## src/rtl/cm_pkg.sv

```systemverilog
// Purpose: shared types and helpers for the common-library pipeline blocks.
// Latency: n/a (declarations only).
// Backpressure: n/a.
package cm_pkg;

  // Data-stage reset policy: only the head stage, or every stage.
  typedef enum logic {
    SHR_RST_FIRST,
    SHR_RST_ALL
  } t_shr_rst;

  // Delay-pipe control states.
  typedef enum logic {
    S_RUN,
    S_DRAIN
  } t_dly_pipe_st;

  // Width needed to encode a delay from 0 up to max_len.
  function automatic int dly_w(input int max_len);
    return $clog2(max_len + 1);
  endfunction

endpackage

```

## src/rtl/cm_dly_stage.sv

```systemverilog
// Purpose: one delay-line register stage (CH lanes of data plus a valid bit).
// Latency: 1 cycle when enabled; holds its contents while i_en=0.
// Backpressure: none; flush clears valid regardless of i_en, data is never cleared by flush.
module cm_dly_stage
  import cm_pkg::*;
#(
  parameter int       CH       = 2,
  parameter type      DTYPE    = logic [7:0],
  parameter t_shr_rst RST_MODE = SHR_RST_FIRST,
  parameter bit       FIRST    = 1'b0
) (
  input  logic            i_clk,
  input  logic            i_rst_n,
  input  logic            i_en,
  input  logic            i_flush,
  input  logic            i_vld,
  input  DTYPE [CH-1:0]   i_data,
  output logic            o_vld,
  output DTYPE [CH-1:0]   o_data
);

  // Valid bit: always reset, cleared by flush, otherwise advances with i_en.
  always_ff @(posedge i_clk or negedge i_rst_n) begin
    if (!i_rst_n) begin
      o_vld <= 1'b0;
    end else if (i_flush) begin
      o_vld <= 1'b0;
    end else if (i_en) begin
      o_vld <= i_vld;
    end
  end

  // Data: only stages selected by the reset policy carry a reset.
  generate
    if (FIRST || (RST_MODE == SHR_RST_ALL)) begin : g_rst
      // Resettable data register.
      always_ff @(posedge i_clk or negedge i_rst_n) begin
        if (!i_rst_n) begin
          o_data <= '0;
        end else if (i_en) begin
          o_data <= i_data;
        end
      end
    end else begin : g_norst
      // Plain data register; contents are qualified by the valid bit.
      always_ff @(posedge i_clk) begin
        if (i_en) begin
          o_data <= i_data;
        end
      end
    end
  endgenerate

endmodule

```

## src/rtl/cm_dly_pipe.sv

```systemverilog
// Purpose: multi-channel valid-tracked delay line, run-time delay 0..MAX_LEN; optional occupancy counter via CM_DLY_PIPE_CNT_EN.
// Latency: q_dly cycles (0 = combinational bypass); each i_en=0 cycle adds one.
// Backpressure: o_rdy drops while a delay change is pending; in-flight items drain before the new delay is applied.
module cm_dly_pipe
  import cm_pkg::*;
#(
  parameter int       MAX_LEN  = 8,
  parameter int       CH       = 2,
  parameter type      DTYPE    = logic [7:0],
  parameter t_shr_rst RST_MODE = SHR_RST_FIRST,
  parameter int       RST_DLY  = MAX_LEN,
  parameter int       DW       = dly_w(MAX_LEN)
) (
  input  logic            i_clk,
  input  logic            i_rst_n,
  input  logic            i_en,
  input  logic            i_flush,
  input  logic [DW-1:0]   i_dly,
  input  logic            i_vld,
  output logic            o_rdy,
  input  DTYPE [CH-1:0]   i_data,
  output logic            o_vld,
  output DTYPE [CH-1:0]   o_data,
  output logic            o_busy,
  output logic            o_dly_err,
  output logic [DW-1:0]   o_cnt
);

  localparam logic [DW-1:0] MAX_D = DW'(MAX_LEN);
  localparam logic [DW-1:0] RST_D = DW'(RST_DLY);

  t_dly_pipe_st state, state_nxt;
  logic [DW-1:0] q_dly;
  logic [DW-1:0] req;
  logic          load;
  logic          busy;
  logic          tap_vld;
  DTYPE [CH-1:0] tap_data;

  logic [MAX_LEN-1:0] vld_in;
  logic [MAX_LEN-1:0] svld;
  DTYPE [CH-1:0]      sdin  [MAX_LEN];
  DTYPE [CH-1:0]      sdata [MAX_LEN];

  assign req = (i_dly > MAX_D) ? MAX_D : i_dly;

  // Stage chain. Valid is gated off beyond the active tap so stages past it
  // never hold stale items that could reappear after the delay grows.
  generate
    for (genvar k = 0; k < MAX_LEN; k++) begin : g_stage
      localparam logic [DW-1:0] K = DW'(k);
      if (k == 0) begin : g_head
        assign vld_in[k] = i_vld & o_rdy & (q_dly > K);
        assign sdin[k]   = i_data;
      end else begin : g_body
        assign vld_in[k] = svld[k-1] & (q_dly > K);
        assign sdin[k]   = sdata[k-1];
      end
      cm_dly_stage #(
        .CH       (CH),
        .DTYPE    (DTYPE),
        .RST_MODE (RST_MODE),
        .FIRST    (k == 0)
      ) u_stage (
        .i_clk   (i_clk),
        .i_rst_n (i_rst_n),
        .i_en    (i_en),
        .i_flush (i_flush),
        .i_vld   (vld_in[k]),
        .i_data  (sdin[k]),
        .o_vld   (svld[k]),
        .o_data  (sdata[k])
      );
    end
  endgenerate

  // Tap mux: select stage q_dly-1.
  always_comb begin
    tap_vld  = 1'b0;
    tap_data = '0;
    for (int i = 0; i < MAX_LEN; i++) begin
      if (q_dly == DW'(i + 1)) begin
        tap_vld  = svld[i];
        tap_data = sdata[i];
      end
    end
  end

  // Busy: any valid item in the active stages 0..q_dly-1.
  always_comb begin
    busy = 1'b0;
    for (int i = 0; i < MAX_LEN; i++) begin
      if ((DW'(i) < q_dly) && svld[i]) begin
        busy = 1'b1;
      end
    end
  end

  // Output select: delay 0 bypasses the stages entirely.
  always_comb begin
    if (q_dly == '0) begin
      o_vld  = i_vld & o_rdy;
      o_data = i_data;
    end else begin
      o_vld  = tap_vld;
      o_data = tap_data;
    end
  end

  assign o_busy = busy;

  // FSM state register.
  always_ff @(posedge i_clk or negedge i_rst_n) begin
    if (!i_rst_n) begin
      state <= S_RUN;
    end else begin
      state <= state_nxt;
    end
  end

  // FSM next state: a busy pipe must drain before a new delay is taken.
  always_comb begin
    state_nxt = state;
    case (state)
      S_RUN:   if ((req != q_dly) && busy) state_nxt = S_DRAIN;
      S_DRAIN: if (!busy) state_nxt = S_RUN;
      default: state_nxt = S_RUN;
    endcase
  end

  // FSM outputs: accept only when settled; load the request once empty.
  always_comb begin
    o_rdy = 1'b0;
    load  = 1'b0;
    case (state)
      S_RUN: begin
        o_rdy = (req == q_dly);
        load  = (req != q_dly) && !busy;
      end
      S_DRAIN: begin
        load = !busy;
      end
      default: ;
    endcase
  end

  // Applied delay register.
  always_ff @(posedge i_clk or negedge i_rst_n) begin
    if (!i_rst_n) begin
      q_dly <= RST_D;
    end else if (load) begin
      q_dly <= req;
    end
  end

  // Out-of-range request flag, sampled every cycle.
  always_ff @(posedge i_clk or negedge i_rst_n) begin
    if (!i_rst_n) begin
      o_dly_err <= 1'b0;
    end else begin
      o_dly_err <= (i_dly > MAX_D);
    end
  end

`ifdef CM_DLY_PIPE_CNT_EN
  logic [DW-1:0] cnt;
  logic          cnt_inc;
  logic          cnt_dec;

  // Bypass items never occupy a stage, so they are not counted.
  assign cnt_inc = i_vld & o_rdy & i_en & (q_dly != '0);
  assign cnt_dec = i_en & tap_vld & (q_dly != '0);

  // Occupancy counter over the active stages.
  always_ff @(posedge i_clk or negedge i_rst_n) begin
    if (!i_rst_n) begin
      cnt <= '0;
    end else if (i_flush) begin
      cnt <= '0;
    end else if (cnt_inc && !cnt_dec) begin
      cnt <= cnt + 1'b1;
    end else if (cnt_dec && !cnt_inc) begin
      cnt <= cnt - 1'b1;
    end
  end

  assign o_cnt = cnt;
`else
  assign o_cnt = '0;
`endif

endmodule

```

## config.mk

```make
export PLATFORM = sky130hd
export DESIGN_NAME = cm_dly_pipe
export DESIGN_NICKNAME = d
export VERILOG_FILES = /design/src/rtl/cm_pkg.sv /design/src/rtl/cm_dly_stage.sv /design/src/rtl/cm_dly_pipe.sv
export SDC_FILE = /design/constraint.sdc
export NUM_CORES = 1
export LEC_CHECK = 0
export BUFFER_PORTS_ARGS = -buffer_cell sky130_fd_sc_hd__buf_2
export CORE_MARGIN = 3
export CORE_UTILIZATION = 60
export CTS_BUF_LIST = sky130_fd_sc_hd__clkbuf_16
export DETAILED_ROUTE_END_ITERATION = 8
export PLACE_DENSITY_LB_ADDON = 0.08
export SYNTH_ARGS = -nofsm -noshare
export SYNTH_HDL_FRONTEND = slang
export SYNTH_HIERARCHICAL = 1
export SYNTH_SLANG_ARGS = --single-unit
```

## constraint.sdc

```tcl
create_clock -name i_clk -period 2.7 [get_ports i_clk]
set_clock_uncertainty 0.15 [all_clocks]
set_input_delay 0.27 -clock i_clk [delete_from_list [all_inputs] [get_ports i_clk]]
set_output_delay 0.27 -clock i_clk [all_outputs]
set_load 0.01 [all_outputs]
```

* Word-level counts from Yosys, hierarchy flattened *
Cells that the tools add are included.

storage, ports and cells
  bits in registers = 142
  memory bits (read-only) = 0
  input bits = 25
  latch bits = 0
  bits in writable memories = 0
  memories = 0
  logic and storage cells = 125

operators by class
  order comparisons = 17
  mux-type cells = 48
  $mul = 0
  equal/unequal tests = 10
  add/sub/neg operators = 0
  bitwise gates (word level) = 10
  shift operators = 0
  reduce and logical (&&, ||, !) cells = 13
  div/mod/pow operators = 0

operators by type and width
  operator                                             number
  2-to-1 mux 16 bit                                    9
  2-to-1 mux 1 bit                                     36
  equality test 4 x 3 -> 1 bit, second input constant  4
  > comparator 4 x 3 -> 1 bit, second input constant   4
  < comparator 3 x 4 -> 1 bit, first input constant    4
  logical AND 1 bit                                    10
  AND 1 bit                                            9
  equality test 4 x 2 -> 1 bit, second input constant  2
  > comparator 4 x 1 -> 1 bit, second input constant   2
  > comparator 4 x 2 -> 1 bit, second input constant   2
  < comparator 1 x 4 -> 1 bit, first input constant    2
  < comparator 2 x 4 -> 1 bit, first input constant    2
  equality test 4 x 1 -> 1 bit, second input constant  1
  equality test 4 bit                                  1
  equality test 4 bit, second input constant           1
  > comparator 4 bit, second input constant            1
  logical NOT 4 bit                                    1
  2-to-1 mux 4 bit                                     1
  inequality test 4 bit                                1
  one-hot mux 1 bit (2 select lines)                   2
  nonzero test 2 bit                                   1
  logical NOT 1 bit                                    1
  inverter 1 bit                                       1

* Depth between registers and ports, before layout *
  depth in word-level cells = 13
  mapped depth = 8
  mapped depth without buffers = 7

* By module *
The synthesis kept the hierarchy.

modules (own cells, without submodules)
  module                                  seq. area each (sq um)  area each (sq um)  cells each  times used
  cm_dly_stage at g_stage[1].u_stage ...  505.5                   519.2              19          7
  cm_dly_pipe                             151.4                   1851.8             269         1
  cm_dly_stage at g_stage[0].u_stage      425.4                   684.4              37          1

* Worst setup path after synthesis *
OpenSTA, ideal clock, no wires.

  kind = register -> output
  start = register q_dly[2]
  end = output o_vld
  cell stages (with the launch flop) = 7
  arrival time = 1630 ps
  buffers on the path = 1
  slack = 650 ps
  cells stage by stage = dfrtp_1 -> buf_6 -> inv_2 -> o211ai_1 -> a311oi_4 -> nand2_1 -> o211ai_1

RTL lines
  element                 line                source
  start, declared         cm_dly_pipe.sv:33   logic [DW-1:0] q_dly;
  start signal, assigned  cm_dly_pipe.sv:152  q_dly <= req;
  equality test 4 bit     cm_dly_pipe.sv:137  o_rdy = (req == q_dly);
  2-to-1 mux 1 bit        cm_dly_pipe.sv:135  case (state)
  via o_rdy               cm_dly_pipe.sv:20   output logic o_rdy,
  AND 1 bit               cm_dly_pipe.sv:102  o_vld = i_vld & o_rdy;
  2-to-1 mux 1 bit        cm_dly_pipe.sv:101  if (q_dly == '0) begin
  end, declared           cm_dly_pipe.sv:22   output logic o_vld,

The timed path passes the listed nets, and every way through them passes these cells.

==> impl_metrics.env <==
export IMPL_grtUsageTotal_pct=26.09
export IMPL_startpoint_type="flop"
export IMPL_power_density_mw_per_mm2=724.2
export IMPL_root_buffer="clkbuf_16"
export IMPL_wl_per_cell_um=20.79
export IMPL_finalSetupViolCount=0
export IMPL_synth_ff_type="edfxtp_1"
export IMPL_synth_largest_area_cell="edfxtp_1"
export IMPL_synthArstFlopShare_pct=21.13
export IMPL_rrSetupSlack_ps=440
export IMPL_die_h_um=107.4
export IMPL_ios=49
export IMPL_antenna_cells=0
export IMPL_drc_errors=0
export IMPL_port_buffers=44
export IMPL_final_hold_viol_count=0
export IMPL_core_mm2=0.009864
export IMPL_reg2regPathDepth=6
export IMPL_vias_per_cell=6.066
export IMPL_dp_hpwl_mm=8.696
export IMPL_avgSynthCellArea_um2=14.06
export IMPL_cp_end_kind="output pin"
export IMPL_cts_buffers_inserted=17
export IMPL_ys_types=48
export IMPL_hold_path_class="in -> reg"
export IMPL_regArea_mm2=0.004121
export IMPL_synth_area_mm2=0.006171
export IMPL_rows=36
export IMPL_peakVddDrop_uv=660.4
export IMPL_firstDrtPassIters=5
export IMPL_holdWs_ps=63.14
export IMPL_cts_path_max_buffers=2
export IMPL_power_uw=5395
export IMPL_grt_pass1_vias=4109
export IMPL_grt_overflow_total=0
export IMPL_required_ps=2280
export IMPL_cap_violations=0
export IMPL_die_x_um=107.4
export IMPL_clock_fmax_mhz=384.6
export IMPL_grt_antenna_before_repair=0
export IMPL_dieArea_mm2=0.01154
export IMPL_grt_start_max_net_pins=43
export IMPL_final_common_cell="edfxtp_1"
export IMPL_rsz0062_at_grt="yes"
export IMPL_syn_to_final_growth_pct=20.72
export IMPL_ys_ff_latch=142
export IMPL_yosys_top_cells_area="edfxtp_1 (55%), dfrtp_1 (12%), a21oi_1 (4.6%), mux2i_1 (3.9%), o22ai_1 (2.6%)"
export IMPL_final_layout_size_suffix_gt1_share_pct=27.75
export IMPL_multi_input_area_mm2=0.001868
export IMPL_gp_congestion=0.8474
export IMPL_vias=4064
export IMPL_cts_tree="built"
export IMPL_fin_crit_sh_pct=96.30
export IMPL_worst_pin_slew_ps=843.6
export IMPL_r2r_start="q_dly[3]$_DFFE_PN1P_"
export IMPL_htree_levels=4
export IMPL_synthCells=439
export IMPL_hp_start="i_dly[1]"
export IMPL_hold_path_cell_count=3
export IMPL_yosysSeqAreaShare_pct=66.69
export IMPL_clock_latency_ps=420
export IMPL_maxSlewViolCount=0
export IMPL_max_slew_margin_rel_pct=43.76
export IMPL_grt_pass1_wl_mm=22.22
export IMPL_holdPathEnd="q_dly[1]$_DFFE_PN0P_"
export IMPL_detail_route_antenna_nets=0
export IMPL_drt_total_wl_mm=13.93
export IMPL_drt_iter0_markers=445
export IMPL_final_cell_mix="edfxtp_1 (112), a21oi_1 (56), buf_2 (44)"
export IMPL_cp_arrival_ps=2180
export IMPL_yosysWarnings=6
export IMPL_clkSinkCount=142
export IMPL_period_needed_ps=2600
export IMPL_cts_clk_slew_worst_paths_ps=60
export IMPL_yosysTopAreaCellShare_pct=54.50
export IMPL_outcome="completed"
export IMPL_synth_edf_count=112
export IMPL_crit_path_max_fanout=7
export IMPL_n_fill_cell=610
export IMPL_critPathKind="reg -> out"
export IMPL_worst_r2r_endpoint="q_dly[2]$_DFFE_PN0P_"
export IMPL_finalNetCount=549
export IMPL_p_leak_uw=0.002851
export IMPL_initial_core_util_pct=62.56
-- power breakdown --
part           switching (uW)  internal (uW)
Clock                     860           1330
Sequential               89.9           2530
Combinational             326            257
-- how the worst max path moves through the flow --
| stage | startpoint | to | slack (ps) |
|---|---|---|---|
| floorplan | q_dly[2]$_DFFE_PN0P_ | o_vld | 650 |
| global placement | q_dly[1]$_DFFE_PN0P_ | o_vld | 400 |
| detailed placement | q_dly[1]$_DFFE_PN0P_ | o_vld | 360 |
| CTS | q_dly[3]$_DFFE_PN1P_ | o_vld | 9 |
| global route | q_dly[2]$_DFFE_PN0P_ | o_data[0] | -20 |
| finish | q_dly[1]$_DFFE_PN0P_ | o_data[11] | 100 |
-- final cells by class --
cell class | instances | area share, %
multi-input cells | 261 | 25.08
flip-flops and latches | 142 | 55.32
clock buffers | 17 | 5.710
inverters | 5 | 0.3023
well taps | 133 | 2.234
repair buffers | 97 | 9.624
clock inverters | 15 | 1.730
-- synthesized netlist by cell type (all sizes together) (3+ instances only) --
cell,number
o21ai,18
inv,5
o21a,3
clkbuf,14
o22ai,26
a32oi,3
buf,20
dfrtp,29
mux2,23
nor2,33
nand2,17
a221oi,4
nor2b,6
mux2i,24
a211o,4
edfxtp,112
a21oi,57
nor3,6
a22oi,11
-- timing repair --
action / CTS / global route
hold buffers: 20 / 0
cloned: 0 / 1
resized for setup: 4 / 12
pin swaps: 1 / 3
setup endpoints to repair: 15 / 17
setup buffers: 0 / 5
endpoints found under the hold margin: 54 / 0
-- metal layers --
metal	vias up	GRT usage, %	routed length, um
li1	1858	-	-
met1	2016	37.17	6324
met2	172	39.45	6342
met3	18	6.479	1031
met4	0	9.558	230
met5	-	0	0
-- cell families after synthesis --
logic type	after synthesis	share of synthesized area (%)
AO/OA/AOI/OAI	137	13.97
XOR/XNOR	2	0.2839
buffers and inverters	39	3.609
flip-flops	142	66.69
multiplexers	49	9.428
other	1	0.06077
AND/OR/NAND/NOR	69	5.961
-- worst max-delay path, cell delays in order (launching register included) --
cell,delay (ps)
dfrtp_2,460
buf_4,190
nor2b_2,190
clkbuf_4,260
a21oi_1,80
o22ai_1,150
o21ai_1,70
a21oi_1,180
buf_2,170
-- metrics by stage --
step / std cells / setup TNS, ps / instance area (um^2) / util [%] / setup WS, ps
final: 670 / 0 / 7450 / 75.52 / 99.91
after detailed placement: 612 / 0 / 6608 / 66.98 / 362.2
after global placement: 612 / 0 / 6608 / 66.98 / 402.6
after floorplan: 442 / 0 / 6182 / - / 650.0
after CTS: 664 / 0 / 7375 / 74.76 / 8.827
after global routing: 670 / -15.06 / 7450 / 75.52 / -15.06
-- registers in the layout, indices dropped and copies added, names as in the netlist --
name                    count
g_stage.u_stage/o_data    128
g_stage.u_stage/o_vld       8
o_dly_err                   1
q_dly                       4
state                       1
No activity file was read; power rests on OpenSTA's default activity.
